[src/rtl/hazard_pkg.sv]
// Shared types and defaults for the pipeline hazard controller.
// Forwarding select encoding and multicycle sequencer states live here so the
// top and the forwarding sub-module agree on them.
package hazard_pkg;

  localparam int DEF_REG_ADDR_W = 5;
  localparam int DEF_MC_TIMEOUT = 64;
  localparam int DEF_CNT_W      = 32;

  typedef enum logic [1:0] {
    FWD_RF  = 2'b00,
    FWD_WB  = 2'b01,
    FWD_MEM = 2'b10
  } fwd_sel_e;

  typedef enum logic {
    RUN     = 1'b0,
    MC_WAIT = 1'b1
  } mc_state_e;

endpackage

[src/rtl/fwd_sel.sv]
// Per-operand forwarding select for the EX stage.
// MEM is the younger producer and so wins over WB; register x0 never forwards.
module fwd_sel
  import hazard_pkg::*;
#(
  parameter int REG_ADDR_W = DEF_REG_ADDR_W
) (
  input  logic [REG_ADDR_W-1:0] ex_rs,
  input  logic [REG_ADDR_W-1:0] mem_rd,
  input  logic                  mem_reg_write,
  input  logic [REG_ADDR_W-1:0] wb_rd,
  input  logic                  wb_reg_write,
  output fwd_sel_e              sel
);

  logic mem_hit;
  logic wb_hit;

  assign mem_hit = mem_reg_write && (mem_rd != '0) && (mem_rd == ex_rs);
  assign wb_hit  = wb_reg_write  && (wb_rd  != '0) && (wb_rd  == ex_rs);

  // Pick the youngest in-flight producer of this operand, else the register file
  always_comb begin
    sel = FWD_RF;
    if (mem_hit) begin
      sel = FWD_MEM;
    end else if (wb_hit) begin
      sel = FWD_WB;
    end
  end

endmodule

[src/rtl/pipeline_hazard_ctrl.sv]
// Central hazard and sequencing controller for the 5-stage pipeline.
// Drives forwarding selects, load-use stalls, branch flushes and the
// start/done handshake (with timeout watchdog) of the multicycle MUL/DIV unit.
// Optional performance counters are built when HAZ_PERF_CNT_EN is defined;
// otherwise stall_cnt/flush_cnt read as zero.
module pipeline_hazard_ctrl
  import hazard_pkg::*;
#(
  parameter int REG_ADDR_W = DEF_REG_ADDR_W,
  parameter int MC_TIMEOUT = DEF_MC_TIMEOUT,
  parameter int CNT_W      = DEF_CNT_W
) (
  input  logic                  clk,
  input  logic                  rst,
  input  logic [REG_ADDR_W-1:0] id_rs1,
  input  logic [REG_ADDR_W-1:0] id_rs2,
  input  logic                  id_uses_rs1,
  input  logic                  id_uses_rs2,
  input  logic [REG_ADDR_W-1:0] ex_rs1,
  input  logic [REG_ADDR_W-1:0] ex_rs2,
  input  logic [REG_ADDR_W-1:0] ex_rd,
  input  logic                  ex_reg_write,
  input  logic                  ex_mem_read,
  input  logic                  ex_mc_op,
  input  logic                  ex_branch_taken,
  input  logic [REG_ADDR_W-1:0] mem_rd,
  input  logic                  mem_reg_write,
  input  logic [REG_ADDR_W-1:0] wb_rd,
  input  logic                  wb_reg_write,
  input  logic                  mc_done,
  output logic [1:0]            fwd_a,
  output logic [1:0]            fwd_b,
  output logic                  pc_stall,
  output logic                  ifid_stall,
  output logic                  idex_stall,
  output logic                  ifid_flush,
  output logic                  idex_bubble,
  output logic                  exmem_bubble,
  output logic                  mc_start,
  output logic                  mc_busy,
  output logic                  mc_error,
  output logic [CNT_W-1:0]      stall_cnt,
  output logic [CNT_W-1:0]      flush_cnt
);

  localparam int TO_W = (MC_TIMEOUT > 2) ? $clog2(MC_TIMEOUT) : 1;
  localparam logic [TO_W-1:0] TO_LAST = TO_W'(MC_TIMEOUT - 1);

  mc_state_e       state;
  logic [TO_W-1:0] to_cnt;

  fwd_sel_e fwd_a_sel;
  fwd_sel_e fwd_b_sel;

  logic in_run;
  logic in_wait;
  logic timeout_hit;
  logic mc_release;
  logic mc_hold;
  logic load_use;
  logic branch;

  // ex_reg_write is part of the stage interface but load-use detection keys on
  // ex_mem_read alone, since every load writes a register
  logic unused_inputs;
  assign unused_inputs = ex_reg_write;

  fwd_sel #(.REG_ADDR_W(REG_ADDR_W)) u_fwd_a (
    .ex_rs         (ex_rs1),
    .mem_rd        (mem_rd),
    .mem_reg_write (mem_reg_write),
    .wb_rd         (wb_rd),
    .wb_reg_write  (wb_reg_write),
    .sel           (fwd_a_sel)
  );

  fwd_sel #(.REG_ADDR_W(REG_ADDR_W)) u_fwd_b (
    .ex_rs         (ex_rs2),
    .mem_rd        (mem_rd),
    .mem_reg_write (mem_reg_write),
    .wb_rd         (wb_rd),
    .wb_reg_write  (wb_reg_write),
    .sel           (fwd_b_sel)
  );

  assign fwd_a = fwd_a_sel;
  assign fwd_b = fwd_b_sel;

  // Controls are held quiet while reset is asserted, even if inputs are active
  assign in_run  = (state == RUN)     && !rst;
  assign in_wait = (state == MC_WAIT) && !rst;

  assign timeout_hit = (to_cnt == TO_LAST);
  assign mc_release  = in_wait && (mc_done || timeout_hit);

  // A multicycle op wins over a simultaneous branch, and suppresses hazards
  assign mc_start = in_run && ex_mc_op;
  assign mc_hold  = mc_start || (in_wait && !mc_release);
  assign mc_busy  = in_wait;

  assign load_use = in_run && !ex_mc_op && ex_mem_read && (ex_rd != '0) &&
                    ((id_uses_rs1 && (id_rs1 == ex_rd)) ||
                     (id_uses_rs2 && (id_rs2 == ex_rd)));
  assign branch   = in_run && !ex_mc_op && ex_branch_taken;

  // A taken branch lets the redirected PC load even when a load-use is pending
  assign pc_stall     = mc_hold || (load_use && !branch);
  assign ifid_stall   = mc_hold || (load_use && !branch);
  assign idex_stall   = mc_hold;
  assign exmem_bubble = mc_hold;
  assign ifid_flush   = branch;
  assign idex_bubble  = branch || load_use;

  // Multicycle sequencer: wait for done or give up after MC_TIMEOUT cycles
  always_ff @(posedge clk or posedge rst) begin
    if (rst) begin
      state    <= RUN;
      to_cnt   <= '0;
      mc_error <= 1'b0;
    end else begin
      case (state)
        RUN: begin
          if (ex_mc_op) begin
            state  <= MC_WAIT;
            to_cnt <= '0;
          end
        end
        MC_WAIT: begin
          to_cnt <= to_cnt + 1'b1;
          if (mc_done) begin
            state <= RUN;
          end else if (timeout_hit) begin
            state    <= RUN;
            mc_error <= 1'b1;
          end
        end
        default: begin
          state <= RUN;
        end
      endcase
    end
  end

`ifdef HAZ_PERF_CNT_EN
  // Count stall and flush cycles; both wrap naturally at 2^CNT_W
  always_ff @(posedge clk or posedge rst) begin
    if (rst) begin
      stall_cnt <= '0;
      flush_cnt <= '0;
    end else begin
      if (pc_stall) begin
        stall_cnt <= stall_cnt + 1'b1;
      end
      if (ifid_flush) begin
        flush_cnt <= flush_cnt + 1'b1;
      end
    end
  end
`else
  assign stall_cnt = '0;
  assign flush_cnt = '0;
`endif

endmodule

[config.mk]
export PLATFORM = sky130hd
export DESIGN_NAME = pipeline_hazard_ctrl
export DESIGN_NICKNAME = d
export VERILOG_FILES = /design/src/rtl/hazard_pkg.sv /design/src/rtl/fwd_sel.sv /design/src/rtl/pipeline_hazard_ctrl.sv
export SDC_FILE = /design/constraint.sdc
export NUM_CORES = 1
export LEC_CHECK = 0
export BUFFER_PORTS_ARGS = -buffer_cell sky130_fd_sc_hd__buf_2
export CELL_PAD_IN_SITES_DETAIL_PLACEMENT = 2
export CELL_PAD_IN_SITES_GLOBAL_PLACEMENT = 2
export CORE_MARGIN = 1
export CORE_UTILIZATION = 18
export CTS_CLUSTER_DIAMETER = 50
export DETAILED_ROUTE_END_ITERATION = 7
export PLACE_DENSITY_LB_ADDON = 0.1
export SYNTH_ARGS = -nofsm -noshare
export SYNTH_HDL_FRONTEND = slang
export SYNTH_SLANG_ARGS = --single-unit
[constraint.sdc]
create_clock -name clk -period 1.9 [get_ports clk]
set_clock_uncertainty 0.05 [all_clocks]
set_input_delay 0.095 -clock clk [delete_from_list [all_inputs] [get_ports clk]]
set_output_delay 0.095 -clock clk [all_outputs]
set_load 0.03 [all_outputs]
==> key figures <==
Timing
  – Final setup viols: 0
  – WHS: 0.0817 ns
  – Sum Neg Setup Slack: 0 ns
  – Min setup slack post-route: 0.115 ns
  – Period Utilization, post-route: 94.0%
  – Post-layout min period: 1.79 ns
  – RSZ-0062 raised after global routing: no
  – Fin. Hold Viols: 0
  – Slew Limit Fails: 0
  – Fmax: 0.560 GHz

Die
  – Die width: 88.3 um
  – Core area: 0.00721 mm^2
  – Die height: 88.3 um
  – Initial Util: 18.6%
  – Number of I/O pins: 123
  – Site Rows: 31
  – Die ar.: 0.00780 mm^2

Critical path
  – Max FO, Critical Path: 4
  – Crit-path slowest cell: dfrtp_1
  – Worst reg2reg endpoint: state$_DFF_PP0_
  – Crit Path Class: register to output port
  – Critical path depth: 6
  – WP data required: 1.75 ns
  – WP data arrival: 1.64 ns
  – Worst Reg2Reg Path Length in Cells: 6
  – CP endpoint kind: output port
  – Slowest stage delay, CP: 0.37 ns
  – CP top delay family: flip-flops
  – Critical Path Source: to_cnt[1]$_DFFE_PP0P_
  – WP buf/inv: 1
  – Worst Setup EP: pc_stall
  – Startpoint types: register
  – Crit-path cells: ha_2 -> and3_2 -> nand3_1 -> a21oi_2 -> o32ai_2 -> buf_4
  – Reg-to-Reg Start: to_cnt[1]$_DFFE_PP0P_
  – R2R setup slack: 0.47 ns

Final layout
  – Fillers: 901
  – P&R area growth vs syn: 16.6%
  – Share of cells above drive strength 1: 32.1%
  – Area of the multi-input gates: 876 um^2
  – Finished Layout Cells: 320
  – Final #Nets: 270
  – Reg area: 200 um^2
  – Diodes inserted: 0

Power and ir drop
  – PD cells: 567 mW/mm^2
  – Total power: 0.887 mW
  – Worst VDD drop: 0.263 mV
  – P_leak: 0.812 nW

GRT
  – Total global routing overflow: 0
  – GR Util All Layers: 8.44%
  – First-pass GRT wire length: 5.18 mm
  – Largest net degree at the start of global routing: 13
  – Vias in the first global route: 1053
  – Initial antenna violation count: 0

Placed design
  – Pre-CTS setup slack: 0.222 ns
  – Gpl congestion: 0.705
  – # placed instances: 315
  – IO buf count: 57
  – DPL Wire Length: 3.15 mm

Yosys
  – Yosys top cell by area: buf_4
  – Synthesized cell area: 0.00134 mm^2
  – Synth Instances: 164
  – Area contributors post-synth: buf_4 38%, dfrtp_1 15%, xor2_1 14%
  – Sequential area share after synthesis: 14.9%
  – Top-count cell post-synth: buf_4
  – Top cell type's share of synthesized area: 38.1%
  – Commonest cells post-synth: 68 x buf_4, 22 x xor2_1, 8 x dfrtp_1, 8 x xnor2_1, 7 x o21ai_0
  – Ys flop type: dfrtp_1
  – Register bit total from synthesis: 8
  – Mean area per synthesized cell: 8.18 um^2
  – Post-synth EDFFs: 0
  – Synth async-reset ratio: 100%
  – Synth Warn #: 0
  – Yosys cell types: 33

CTS
  – Total CTS buffers: 3
  – TritonCTS clock tree: built
  – CTS Sinks: 8
  – Clk buf depth: 2
  – Clock root cell: clkbuf_8
  – Htree depth: 1
  – Skew-Pair Late Insertion Delay: 0.23 ns
  – Clock transition at path regs: 0.04 ns

Hold path
  – Worst hold path type: input port to register

Route
  – Wire length per cell: 10.9 um
  – Routed vias/inst: 3.40
  – Final wirelength: 3.50 mm
  – Final ANT Viol Nets: 0
  – Vias: 1089
  – Pre-antenna DRT Iters: 4
  – # DRC: 0
  – DR iter-0 viols: 21

Run
  – Max_cap viols: 0

Run status
  – Outcome: finished, final reports clean
placed cells by master, fill, tap and decap left out, types with 2 or more instances in the layout:
cell and n:
buf_4 4, xnor2_1 8, nor4_1 4, dfrtp_1 8, nand2_1 4, clkbuf_8 3, o21ai_0 7, inv_1 2
nor2b_1 6, nand3_1 4, nor4_2 2, nor2_1 2, buf_2 55, conb_1 64, or4_1 5, xor2_1 22
kinds of logic after synthesis:
logic type / synth area share, %
AO/OA/AOI/OAI: 7.56
XOR/XNOR: 19.6
adder cells (fa/ha/maj): 0.933
buffers and inverters: 38.9
flip-flops: 14.9
multiplexers: 1.59
other: 0.280
AND/OR/NAND/NOR: 16.2
registers in the layout, indices dropped and copies added, names as in the netlist:
name      flops
mc_error      1
to_cnt        6
state         1
layer usage:
layer / vias up / wire, um / GRT usage [%]
met5: - / 0 / 0
met1: 506 / 1430 / 10.5
met4: 0 / 15 / 1.76
met3: 2 / 260 / 0.933
met2: 50 / 1790 / 15.5
li1: 531 / - / -
stage by stage:
stage / instance area (um^2) / utilization [%]
final: 1560 / 21.7
after floorplan: 1590 / -
after global placement: 1490 / 20.6
after global routing: 1560 / 21.7
after detailed placement: 1490 / 20.6
after CTS: 1540 / 21.4
report_power, final:
part	internal (mW)	leakage, nW	total, mW	switching, mW
Clock	0.138	0.0216	0.210	0.0724
Sequential	0.198	0.107	0.223	0.0254
Combinational	0.132	0.684	0.454	0.321
worst min path at each step:
stage              from                    end  slack [ns]  cells after the start
6_report       ex_mc_op  to_cnt[1]$_DFFE_PP0P_        0.08                      2
3_5_place_dp        rst  to_cnt[1]$_DFFE_PP0P_        0.08                      2
2_1_floorplan       rst   mc_error$_DFFE_PP0P_       -0.14                      1
4_1_cts        ex_mc_op  to_cnt[1]$_DFFE_PP0P_        0.08                      2
3_3_place_gp        rst  to_cnt[1]$_DFFE_PP0P_        0.09                      2
5_1_grt        ex_mc_op  to_cnt[1]$_DFFE_PP0P_         0.1                      2
repair_timing:
action	4_1_cts	5_1_grt
resized for setup	1	7
endpoints found under the hold margin	8	0
pin swaps	0	1
setup endpoints to repair	2	4
hold buffers	1	0
buffers inserted	0	1
area by class of cell:
class                           instances  area share [%]
Multi-Input combinational cell        148            56.0
Inverter                                2           0.480
Tap cell                               99            7.92
Timing Repair Buffer                   60            20.2
Clock buffer                            3            2.64
Sequential cell                         8            12.8
Power figures use the tool's default switching activity.
